File: src/rtl/alu_ctrl_fsm.sv
module alu_ctrl_fsm #(
  parameter int unsigned REG_AW  = 2,
  parameter int unsigned CNT_W   = 8,
  parameter int unsigned HAS_IMM = 1
) (
  input  logic              clk,
  input  logic              rst_n,
  input  logic              execute,
  input  logic [2:0]        opcode,
  input  logic [REG_AW-1:0] rx,
  input  logic [REG_AW-1:0] ry,
  output logic              ext_sel,
  output logic              g_out,
  output logic              a_in,
  output logic              g_in,
  output logic              add_sub,
  output logic              imm_out,
  output logic              dp_in,
  output logic              rd_en,
  output logic [REG_AW-1:0] rd_addr,
  output logic              wr_en,
  output logic [REG_AW-1:0] wr_addr,
  output logic              busy,
  output logic              done,
  output logic              illegal,
  output logic [CNT_W-1:0]  instr_cnt,
  output logic [3:0]        cur_state
);

  typedef enum logic [3:0] {
    IDLE    = 4'd0,
    LOAD    = 4'd1,
    READ_Y  = 4'd2,
    READ_X  = 4'd3,
    ADD     = 4'd4,
    SUB     = 4'd5,
    MV      = 4'd6,
    WRITE_X = 4'd7,
    DONE    = 4'd8,
    SUBI    = 4'd9,
    ADDI    = 4'd10,
    DISP    = 4'd11,
    ERR     = 4'd12
  } state_t;

  state_t            state;
  logic [2:0]        op_q;
  logic [REG_AW-1:0] rx_q;
  logic [REG_AW-1:0] ry_q;

  // Instruction latch, sequencing and completion counter share one block;
  // the counter steps on the transitions that enter DONE.
  always_ff @(posedge clk or negedge rst_n) begin
    if (!rst_n) begin
      state     <= IDLE;
      op_q      <= '0;
      rx_q      <= '0;
      ry_q      <= '0;
      instr_cnt <= '0;
    end else begin
      case (state)
        IDLE: begin
          if (execute) begin
            op_q <= opcode;
            rx_q <= rx;
            ry_q <= ry;
            case (opcode)
              3'b000:         state <= LOAD;
              3'b001, 3'b011: state <= READ_Y;
              3'b010:         state <= READ_X;
              3'b100:         state <= DISP;
              3'b110, 3'b111: state <= (HAS_IMM != 0) ? READ_X : ERR;
              default:        state <= ERR;
            endcase
          end
        end
        LOAD, WRITE_X, DISP: begin
          state     <= DONE;
          instr_cnt <= instr_cnt + 1'b1;
        end
        READ_Y:  state <= (op_q == 3'b011) ? ADD : MV;
        READ_X: begin
          case (op_q)
            3'b110:  state <= SUBI;
            3'b111:  state <= ADDI;
            default: state <= SUB;
          endcase
        end
        ADD, SUB, MV, ADDI, SUBI: state <= WRITE_X;
        DONE, ERR: begin
          if (!execute) state <= IDLE;
        end
        default: state <= IDLE;
      endcase
    end
  end

  always_comb begin
    ext_sel = 1'b0;
    g_out   = 1'b0;
    a_in    = 1'b0;
    g_in    = 1'b0;
    add_sub = 1'b0;
    imm_out = 1'b0;
    dp_in   = 1'b0;
    rd_en   = 1'b0;
    rd_addr = '0;
    wr_en   = 1'b0;
    wr_addr = '0;
    case (state)
      LOAD: begin
        ext_sel = 1'b1;
        wr_en   = 1'b1;
        wr_addr = rx_q;
      end
      READ_Y: begin
        a_in    = 1'b1;
        rd_en   = 1'b1;
        rd_addr = ry_q;
      end
      READ_X: begin
        a_in    = 1'b1;
        rd_en   = 1'b1;
        rd_addr = rx_q;
      end
      ADD: begin
        g_in    = 1'b1;
        rd_en   = 1'b1;
        rd_addr = rx_q;
      end
      SUB: begin
        g_in    = 1'b1;
        add_sub = 1'b1;
        rd_en   = 1'b1;
        rd_addr = ry_q;
      end
      MV: begin
        g_in = 1'b1;
      end
      ADDI: begin
        g_in    = 1'b1;
        imm_out = 1'b1;
      end
      SUBI: begin
        g_in    = 1'b1;
        imm_out = 1'b1;
        add_sub = 1'b1;
      end
      WRITE_X: begin
        g_out   = 1'b1;
        wr_en   = 1'b1;
        wr_addr = rx_q;
      end
      DISP: begin
        dp_in   = 1'b1;
        rd_en   = 1'b1;
        rd_addr = rx_q;
      end
      default: ;
    endcase
  end

  assign busy      = !(state inside {IDLE, DONE, ERR});
  assign done      = (state == DONE);
  assign illegal   = (state == ERR);
  assign cur_state = state;

endmodule

File: config.mk
export PLATFORM = sky130hd
export DESIGN_NAME = alu_ctrl_fsm
export DESIGN_NICKNAME = d
export VERILOG_FILES = /design/src/rtl/alu_ctrl_fsm.sv
export SDC_FILE = /design/constraint.sdc
export NUM_CORES = 1
export LEC_CHECK = 0
export ABC_CLOCK_PERIOD_IN_PS = 2900
export CAP_MARGIN = 20
export CORE_MARGIN = 2
export CORE_UTILIZATION = 48
export DETAILED_ROUTE_END_ITERATION = 8
export GPL_ROUTABILITY_DRIVEN = 0
export GPL_TIMING_DRIVEN = 1
export HOLD_SLACK_MARGIN = 0.02
export PLACE_DENSITY_LB_ADDON = 0.15
export SETUP_SLACK_MARGIN = 0.3
export SYNTH_ARGS = -nofsm -noshare
export SYNTH_HDL_FRONTEND = slang
export SYNTH_SLANG_ARGS = --single-unit
File: constraint.sdc
create_clock -name clk -period 2.9 [get_ports clk]
set_input_delay 0.87 -clock clk [delete_from_list [all_inputs] [get_ports clk]]
set_output_delay 0.87 -clock clk [all_outputs]
set_load 0.01 [all_outputs]
==> results.txt <==
The source of the worst register-to-register timing path is cur_state[0]. The relative slew slack came out at 77.9%. The highest layer touched by signal routing is met4.

The post-synthesis sequential area ratio is 42.1%. The largest fanout on the critical path is 9. The vertical extent of the die is 52.5 µm. The clock-pin transition on the worst setup and hold timing paths came out at 120 ps. The worst reg2reg path depth is 5.

The critical path contains buffers and inverters numbering 4 combined. The area share of the largest cell type after synthesis came out at 42.1%. After the last flow step, the layout net total stands at 184.

The hold buffer count at CTS is 0. STA classifies the critical path startpoint as a register. The logic gate share of total power is 64.9%. The flow ran to the end, and the final reports show no timing, DRC or antenna violations. The design draws 1.84 mW. The count of flip-flops with a built-in enable after synthesis came out at 0. Cells fill between 70% and 80% of the core in the end.

The number of buffers added by the clock tree synthesis step is 3. The switching power of the nets is 786 µW. In this run switching power makes up 42.6% of total power. The count of yosys warnings during synthesis is 0. Walking the worst path, the cells encountered are buf_4, buf_4, xnor2_4, buf_4, and3_1, clkbuf_2. The mux share of post-synthesis cell area came out at approximately 6%.

The initial utilization of the core area, before any placement, comes to between 50% and 60%. The share of the clock period used by the worst path after layout is a little under nine tenths. The clock share of power is under 10%.

On the critical path, the stage with the largest delay is an instance of dfrtp_2. The area of the placeable core is around 2200 µm². The clock latency of the later-clocked register in the worst-skew pair is between 300 and 400 ps. The actual slew at the worst max-slew pin is 328 ps. The total setup violations reported at the end of the flow came out at 0.

The commonest non-fill, non-tap cell in the layout is clkdlybuf4s50_1. The layout has 162 filler cells. The number of distinct standard cells referenced by the synthesized netlist came out at 36.

The detailed-router iteration count before antenna repair came out at 4. Setup repair after global routing left no endpoint under its margin. The floorplan die width is 52.5 µm. The worst setup path is captured at a primary output. Input and output buffers added on the ports amount to 37. The average instance in the mapped netlist occupies 9.57 µm². The setup path with the least slack is of type register to primary output. After floorplanning, the core was divided into 17 placement rows. The number of antenna cells inserted came out at 0. The number of synthesized register bits came out at 19. The number of buffers on the longest clock path is 2. The number of ports placed on the die boundary is 38.

Counting every net in the synthesized netlist gives 129. Of the cells placed in the final design, the portion with a size suffix greater than 1 is 25.6%. The total power per unit cell area is 1100 nW/µm². The multi-input combinational cells in the finished layout cover a total of ~650 µm².

The max capacitance violation total came out at 0. The worst-case vdd ir drop is 705 µV. The clock sink total came out at 19.

The largest family of logic cells by synthesized area is simple AND/OR/NAND/NOR gates. The total negative slack for setup checks came out at 0 ps. The post-layout minimum cycle time came out at between 2000 and 2500 ps. The cell family contributing the most delay on the critical path is buffers and inverters. Synthesis produced about 120 cells. Cell internal power was estimated by the tool at roughly 1.1 mW. The data required time at the worst endpoint came out at 2030 ps. The cell repeated most along the worst path is buf_4. The cell taking the most area after synthesis is dfrtp_1. The final hold violation count is 0.

The data arrival time at the worst-slack endpoint came out at ~1600 ps. The worst setup path startpoint is cur_state[1]. Sorting the synthesized cells by area gives the leading types as dfrtp_1, mux2_2, nand2_1. The combined global-route utilization of all metal layers came out at between 20% and 30%. The DRC violation count after routing is 0.

Sequential cells account for 27.1% of the total power. The wire length on met1 is 1240 µm. The root cell of the clock tree is clkbuf_4.

The global-route wire length before repair is between 5000 and 6000 µm. The placed wire-length estimate came out at 2090 µm. The post-synthesis simple-gate area fraction came out at 24.1%. The area of placed instances came out at 1560 µm². The adder-cell area share of the yosys netlist came out at 1.11%.

The total non-filler cell area in the finished layout is 1680 µm². The number of cells on the critical path came out at 6. The maximum level of the CTS H-tree is 1. The area fraction in compound gates after synthesis is 16.4%. The die covers 2760 µm².

The cell area that synthesis handed to floorplanning was approximately 1100 µm². The detailed-route wire length is 2960 µm. For this run, the slowest stage of the critical path takes 420 ps.

The overall via count from detail_route came out at 1,128. The area overhead of the layout relative to synthesis is 48.5%. Among all flip-flop cells after synthesis, the most frequent one is dfrtp_1.

The number of global-route vias before repair was 1,160. The number of routed nets with antenna violations came out at 0. The maximum clock rate came out at 401 MHz.

The proportion of register bits with asynchronous set or reset after synthesis came out at between 90% and 100%. The residual overflow from global routing came out at 0. TritonCTS built the clock tree. After Yosys synthesis, XOR and XNOR cells account for 6.98% of the synthesized area. The final number of max-transition violations came out at 0. Across the routed clock network, the largest skew measured is 3.81 ps. The min-delay analysis places its worst path in the category register to register. The number of antenna violations at the first check in global routing came out at 0. The met2 wire length came out at 1440 µm. The count of routing violations after the opening detailed-route iteration is 34. The average wire length per cell after detail routing came out at 14.8 µm.

The via density per instance came out at 5.64. The cell leakage power came out at 0.819 nW. The area taken by flip-flops and latches is 479 µm². Following the worst setup path forward leads to its endpoint at wr_addr[0]. The met3 routed wirelength came out at between 200 and 250 µm. In this run the critical register-to-register path is captured at rx_q[1]. The pin count of the biggest net entering global routing is 20. Leaving out fill and tap cells, the most frequent cells in the layout are clkdlybuf4s50_1, buf_4, dfrtp_1. The reg-to-reg setup timing slack is about 1200 ps.
[per-stage QoR]
step,cells,setup slack (ps),hold WS (ps)
6_report,200,409,484
5_1_grt,200,301,508
4_1_cts,199,232,492
2_1_floorplan,118,713,464
3_5_place_dp,185,261,476
3_3_place_gp,185,347,458
[area by class of cell]
type	count	share of cell area (%)
clock buffers	3	1.34
clock inverters	1	0.447
inverters	4	0.895
multi-input cells	91	38.6
flip-flops and latches	19	28.6
well taps	28	2.09
repair buffers	54	28.1
[timing repair]
action,4_1_cts,5_1_grt
buffers inserted,10,1
endpoints found under the setup margin,15,6
gates resized for setup,23,10
pin swaps,2,0
cloned,0,0
[state kept, by name (all words and copies together) (netlist names)]
signal     flops
rx_q           2
instr_cnt      8
ry_q           2
op_q           3
cur_state      4
[cells by family after synthesis]
| kind of cell | Yosys count |
|---|---|
| DFF | 19 |
| AOI/OAI and AO/OA | 26 |
| buffers and inverters | 8 |
| and+or+nand+nor | 49 |
| muxes | 6 |
| adders and majority gates | 1 |
| xor gates and xnor gates | 9 |
[cells in the mapped netlist, drive strengths merged (3+ instances only)]
cell     n
inv      4
a22o     3
o21ai    4
nand2b   3
nor2     6
nand2   14
xnor2    4
nand3    5
buf      4
a21oi    7
nor3     6
mux2     6
nor2b    3
dfrtp   19
and3     3
xor2     5
[how the worst min path moves through the flow]
stage | from | endpoint | slack (ps) | depth (start not counted)
6_report | instr_cnt[7] | instr_cnt[7] | 480 | 1
5_1_grt | instr_cnt[7] | instr_cnt[7] | 510 | 1
4_1_cts | instr_cnt[7] | instr_cnt[7] | 490 | 1
3_5_place_dp | instr_cnt[7] | instr_cnt[7] | 480 | 1
3_3_place_gp | instr_cnt[7] | instr_cnt[7] | 460 | 1
2_1_floorplan | op_q[0] | op_q[0] | 460 | 2
[power by group through the flow]
stage	combinational (mW)	clock, mW	sequential [mW]
final	1.20	0.148	0.500
after floorplan	0.587	0	0.521
after global routing	1.30	0.158	0.525
after detailed placement	1.04	0	0.536
after global placement	1.02	0	0.528
after CTS	1.18	0.146	0.502
[layer usage]
layer | vias up | global-route usage (%)
met1 | 540 | 32.0
met4 | 0 | 11.5
met3 | 7 | 5.43
li1 | 535 | -
met2 | 46 | 42.9
met5 | - | 0
No activity file was read; power rests on OpenSTA's default activity.
